File: src/rtl/lane_pkg.sv
// Shared lane-map types: lane codes, ring depth, LFSR constants and FSM states.
// Also used by the car spawner for LFSR tap constants.
package lane_pkg;
  typedef enum logic [1:0] {
    SIDEWALK  = 2'b00,
    ROAD_L    = 2'b01,
    ROAD_R    = 2'b10,
    ROAD_FAST = 2'b11
  } lane_t;

  localparam int LANE_DEPTH = 16;
  localparam int LFSR_W = 16;
  // Fibonacci taps 16,14,13,11 as a bit mask
  localparam logic [LFSR_W-1:0] LFSR_TAPS = 16'hB400;

  typedef enum logic {
    FILL = 1'b0,
    RUN  = 1'b1
  } state_t;
endpackage

File: src/rtl/lfsr16.sv
// 16-bit Fibonacci LFSR, shifts left with feedback into bit 0.
// Async active-high reset loads SEED.
module lfsr16
  import lane_pkg::*;
#(
  parameter logic [LFSR_W-1:0] SEED = 16'hACE1
) (
  input  logic              clk,
  input  logic              rst,
  input  logic              en,
  output logic [LFSR_W-1:0] q
);

  always_ff @(posedge clk or posedge rst) begin
    if (rst) begin
      q <= SEED;
    end else if (en) begin
      q <= {q[LFSR_W-2:0], ^(q & LFSR_TAPS)};
    end
  end

endmodule

File: src/rtl/lane_map.sv
// Ring buffer of lane types regenerated as the scroll advances.
// Option: LANE_MAP_SAFE_START_EN forces FILL slots 0..2 to SIDEWALK.
module lane_map
  import lane_pkg::*;
#(
  parameter int          LANE_SHIFT = 5,
  parameter logic [15:0] LFSR_SEED  = 16'hACE1,
  parameter int          MAX_ROADS  = 3
) (
  input  logic        clk,
  input  logic        sys_rst,
  input  logic        game_rst,
  input  logic [10:0] pos,
  input  logic [9:0]  vpos,
  output logic [1:0]  lane_type,
  output logic        busy
);

  localparam int IW = 11 - LANE_SHIFT;
  localparam int RW = $clog2(MAX_ROADS + 1);

  state_t        state, state_nxt;
  lane_t         lanes [LANE_DEPTH];
  logic [3:0]    fill_cnt, fill_nxt;
  logic [IW-1:0] last_idx, last_nxt, cur_idx;
  logic [RW-1:0] road_run, run_nxt;
  logic [15:0]   lfsr;
  logic [10:0]   row;
  logic [3:0]    rd_slot, wr_slot;
  logic          wr_en;
  lane_t         cand;
  logic          unused_bits;

  lfsr16 #(.SEED(LFSR_SEED)) u_lfsr (
    .clk (clk),
    .rst (sys_rst),
    .en  (1'b1),
    .q   (lfsr)
  );

  assign row     = pos + {1'b0, vpos};
  assign rd_slot = row[LANE_SHIFT+3:LANE_SHIFT];
  assign cur_idx = pos[10:LANE_SHIFT];
  assign busy    = (state == FILL);

  assign unused_bits = ^{lfsr[15:2], row[LANE_SHIFT-1:0],
                         row[10:LANE_SHIFT+4]};

  always_comb begin
    cand = lane_t'(lfsr[1:0]);
    if (road_run == RW'(MAX_ROADS)) cand = SIDEWALK;
`ifdef LANE_MAP_SAFE_START_EN
    if (state == FILL && fill_cnt < 4'd3) cand = SIDEWALK;
`else
`endif
  end

  always_comb begin
    state_nxt = state;
    fill_nxt  = fill_cnt;
    last_nxt  = last_idx;
    run_nxt   = road_run;
    wr_en     = 1'b0;
    wr_slot   = fill_cnt;
    if (game_rst) begin
      state_nxt = FILL;
      fill_nxt  = 4'd0;
      run_nxt   = '0;
    end else begin
      unique case (state)
        FILL: begin
          wr_en    = 1'b1;
          fill_nxt = fill_cnt + 4'd1;
          run_nxt  = (cand == SIDEWALK) ? '0 : road_run + RW'(1);
          if (fill_cnt == 4'd15) begin
            state_nxt = RUN;
            last_nxt  = cur_idx;
            run_nxt   = '0;
          end
        end
        RUN: begin
          if (cur_idx != last_idx) begin
            wr_en    = 1'b1;
            wr_slot  = last_idx[3:0];
            last_nxt = last_idx + IW'(1);
            run_nxt  = (cand == SIDEWALK) ? '0 : road_run + RW'(1);
          end
        end
        default: ;
      endcase
    end
  end

  always_ff @(posedge clk or posedge sys_rst) begin
    if (sys_rst) begin
      state     <= FILL;
      fill_cnt  <= 4'd0;
      last_idx  <= '0;
      road_run  <= '0;
      lane_type <= SIDEWALK;
      for (int i = 0; i < LANE_DEPTH; i++) lanes[i] <= SIDEWALK;
    end else begin
      state    <= state_nxt;
      fill_cnt <= fill_nxt;
      last_idx <= last_nxt;
      road_run <= run_nxt;
      if (wr_en) lanes[wr_slot] <= cand;
      // old slot value is read even when written this edge
      lane_type <= (state_nxt == FILL) ? SIDEWALK : lanes[rd_slot];
    end
  end

endmodule

File: config.mk
export PLATFORM = sky130hd
export DESIGN_NAME = lane_map
export DESIGN_NICKNAME = d
export VERILOG_FILES = /design/src/rtl/lane_pkg.sv /design/src/rtl/lfsr16.sv /design/src/rtl/lane_map.sv
export SDC_FILE = /design/constraint.sdc
export NUM_CORES = 1
export LEC_CHECK = 0
export CAP_MARGIN = 20
export CELL_PAD_IN_SITES_DETAIL_PLACEMENT = 1
export CELL_PAD_IN_SITES_GLOBAL_PLACEMENT = 2
export CORE_ASPECT_RATIO = 0.5
export CORE_MARGIN = 2
export CORE_UTILIZATION = 42
export CTS_CLUSTER_DIAMETER = 60
export DETAILED_ROUTE_END_ITERATION = 8
export GPL_TIMING_DRIVEN = 0
export PLACE_DENSITY_LB_ADDON = 0.05
export SETUP_SLACK_MARGIN = 0.3
export SYNTH_ARGS = -nofsm -noshare
export SYNTH_HDL_FRONTEND = slang
export SYNTH_SLANG_ARGS = --single-unit
File: constraint.sdc
create_clock -name clk -period 3.7 [get_ports clk]
set_input_delay 0.555 -clock clk [delete_from_list [all_inputs] [get_ports clk]]
set_output_delay 0.555 -clock clk [all_outputs]
set_load 0.02 [all_outputs]
==> results.toml <==
[detailed_routing]
detail_route_met2_wl_um = 4360
viasPerCell = 5.56
wl_um = 9550
dr_total_vias = 2700
drtIter0Drc = 101
met3WireLength_um = 314
final_antenna_net_count = 0
wl_per_cell_um = 19.6
detail_route.first_pass.iterations = 4
top_signal_layer_used = "met4"
wl_met1_um = 4800
remaining_drc_errors = 0

[synthesis]
synth_top_family_by_area = "multiplexers"
synth-compound-area-share_pct = 13.9
synth_top_area_cell = "sky130_fd_sc_hd__dfrtp_1"
syn_inst = 332
postSynthRegisterBits = 63
synthArstFlopShare_pct = 100
primary_ff_master_synth = "sky130_fd_sc_hd__dfrtp_1"
synth_seq_area_share_pct = 44.1
postSynthNetCount = 366
synth_top_area_share_pct = 38.3
synthSimpleGateAreaFrac_pct = 15.1
synthDistinctLibCells = 61
post_synth_xor_area_fraction_pct = 4.11
synth-edff-count = 0
synth_adder_area_share_pct = 3.48
yosysWarningCount = 0
syn-mean-instance-area_um2 = 10.8
yosys-top-cells-area = "sky130_fd_sc_hd__dfrtp_1 (38%), sky130_fd_sc_hd__mux2_2 (9.1%), sky130_fd_sc_hd__dfstp_2 (5.8%), sky130_fd_sc_hd__mux2i_1 (4.5%), sky130_fd_sc_hd__ha_1 (3.5%)"
yosys-mux-area-fraction_pct = 16.8
syn_area_um2 = 3590

[critical_path]
worst_path_largest_cell_delay_ns = 0.53
crit_fanout = 10
cpMaxStageDelayCell = "sky130_fd_sc_hd__clkdlybuf4s50_1"
timing.critical_path.to_type = "flip-flop"
worstSetupStartpointType = "input port"
type_of_the_setup_path_with_the_least_slack = "in2reg"
worstPathCellList = "clkdlybuf4s50_1 > ha_1 > clkbuf_1 > o21ai_0 > and4_1 > clkbuf_1 > a22oi_1 > o21ai_0 > o221ai_1 > and3_1"
critPathTopFamily = "buffers and inverters"
critical_path_at_ns = 3.36
cp.required_ns = 3.96
cp_num_buf_inv = 3

[floorplan]
core_area_um2 = 8140
die_area_um2 = 9360
die_height_um = 69.4
initial_utilization_pct = 44.1
chipWidth_um = 135
io-pin-count = 27
placement_rows = 23

[sta]
max_slew_margin_pct = 50.1
clock_skew_ns = 0.00755
setup_viol_count_final = 0
final-hold-violation-count = 0
timing_worst_slew_pin_value_ns = 0.748
layout_worst_path_cycle_share_pct = 83.6
grt_setup_unrepaired = "no"
finalSetupTns_ns = 0
maxClockFrequency_mhz = 323
timing.hold.ws_ns = 0.357
final.min_clock_period_ns = 3.09
timing.final.max_slew_violations = 0

[clock_network]
clk-insertion-delay-late_ns = 0.33
cts.hold.buffers_added = 0
cts.root.buffer_cell = "sky130_fd_sc_hd__clkbuf_16"
clkSinkCount = 63
cts_buffer_depth = 2
cts.repair_timing.setup_buffer_count = 0
path_clk_slew_ns = 0.06
tritoncts = "built"
post_cts.resized_instances = 0
htree_levels = 3
tritoncts.num_buffers = 9

[job]
drv_cap = 0

[power]
cell_area_power_density_nw_per_um2 = 441
power.total_w = 0.00190
static-leakage-power_nw = 1.94
worst_ir_drop_vdd_v = 0.000287

[cells_and_area]
flow.area_growth_from_synthesis_pct = 19.9
antenna_cells = 0
layout.nets = 403
layout-drive-gt1-share_pct = 22.7

[outcome]
run_status = "complete, no violations"

[global_routing]
wire_length_of_the_first_global_routing_pass_um = 15900
antenna_found_initial = 0
grt.overflow.total = 0
grt_pass1_vias = 3017
grt_start_max_net_pins = 33
groute.usage.overall_pct = 22.5

[placement]
numPortBuffers = 25
globalplace.congestion = 0.800
detailed_place_hpwl_um = 6870

[worst_hold_path]
hold_class = "reg2reg"
## layout make-up
cell class	count	area, um2
flip-flops and latches	63	1590
fillers	892	3830
plain buffers	12	56.3
well taps	112	140
multi-input cells	248	1920
clock inverters	7	80.1
clock buffers	9	225
inverters	9	33.8
repair buffers	26	270
## layer usage
metal	vias up	track usage, %
li1	1273	-
met1	1376	30.6
met2	43	35.9
met3	8	6.21
met4	0	5.03
met5	-	0
## metrics by stage
stage          cells  setup WS [ns]  cell area, um2  util (%)
2_1_floorplan    332           1.25            3590         -
3_3_place_gp     469          0.327            3990      48.9
3_5_place_dp     470          0.349            4010      49.2
4_1_cts          486          0.632            4310      52.9
5_1_grt          486          0.402            4310      52.9
6_report         486          0.606            4310      52.9
## power breakdown
group	switching [W]	internal [W]	leakage (nW)
clock network	0.000327	0.000528	0.143
logic	0.000185	0.000134	0.959
registers	0.0000241	0.000704	0.837
total	0.000537	0.00137	1.94
## placed cells by master, fill, tap and decap left out, drive strengths merged, types with 3 or more instances in the layout
master,count
o21bai,4
o211ai,3
xnor2,11
a21oi,18
inv,11
nor3,10
and2,5
and3,4
ha,10
nor2b,8
clkdlybuf4s50,25
nand3,8
o22ai,4
dfrtp,55
a22oi,3
buf,6
dfstp,8
o21ai,11
o31ai,8
mux2,35
clkbuf,16
or3,3
nor2,21
a21boi,3
nand2b,5
xor2,5
nand4,3
nand2,26
mux2i,18
## worst paths after layout
kind | start | endpoint | slack, ns | cells after the start
setup / recovery | pos[5] | lane_type[1] | 0.61 | 10
hold / removal | u_lfsr.q[14] | u_lfsr.q[15] | 0.36 | 0
setup reg to reg | last_idx[0] | lanes[15] | 1.06 | 7
hold reg to reg | u_lfsr.q[14] | u_lfsr.q[15] | 0.36 | 0
max in group asynchronous | sys_rst | u_lfsr.q[5] | 2.36 | 3
min in group asynchronous | sys_rst | u_lfsr.q[8] | 0.66 | 2
## logic make-up after synthesis
family          Yosys count
compound gates           67
buf+inv                  21
xor+xnor                 16
fa+ha+maj                10
flops                    63
simple gates            102
mux                      53
## flip-flops by register name, summed over array words and instances (netlist names)
signal	flops
u_lfsr.q	16
state	1
fill_cnt	4
last_idx	6
road_run	2
lane_type	2
lanes	32
## Yosys cell counts (8+ instances only)
cell type                 count
sky130_fd_sc_hd__o31ai_1      8
sky130_fd_sc_hd__nor2_1      21
sky130_fd_sc_hd__mux2_2      29
sky130_fd_sc_hd__a21oi_1     15
sky130_fd_sc_hd__dfrtp_1     55
sky130_fd_sc_hd__nand2_1     22
sky130_fd_sc_hd__nand3_1      8
sky130_fd_sc_hd__nor3_1      10
sky130_fd_sc_hd__ha_1        10
sky130_fd_sc_hd__o21ai_0     10
sky130_fd_sc_hd__inv_1        9
sky130_fd_sc_hd__xnor2_1     11
sky130_fd_sc_hd__dfstp_2      8
sky130_fd_sc_hd__mux2i_1     16
No activity file was read; power rests on OpenSTA's default activity.
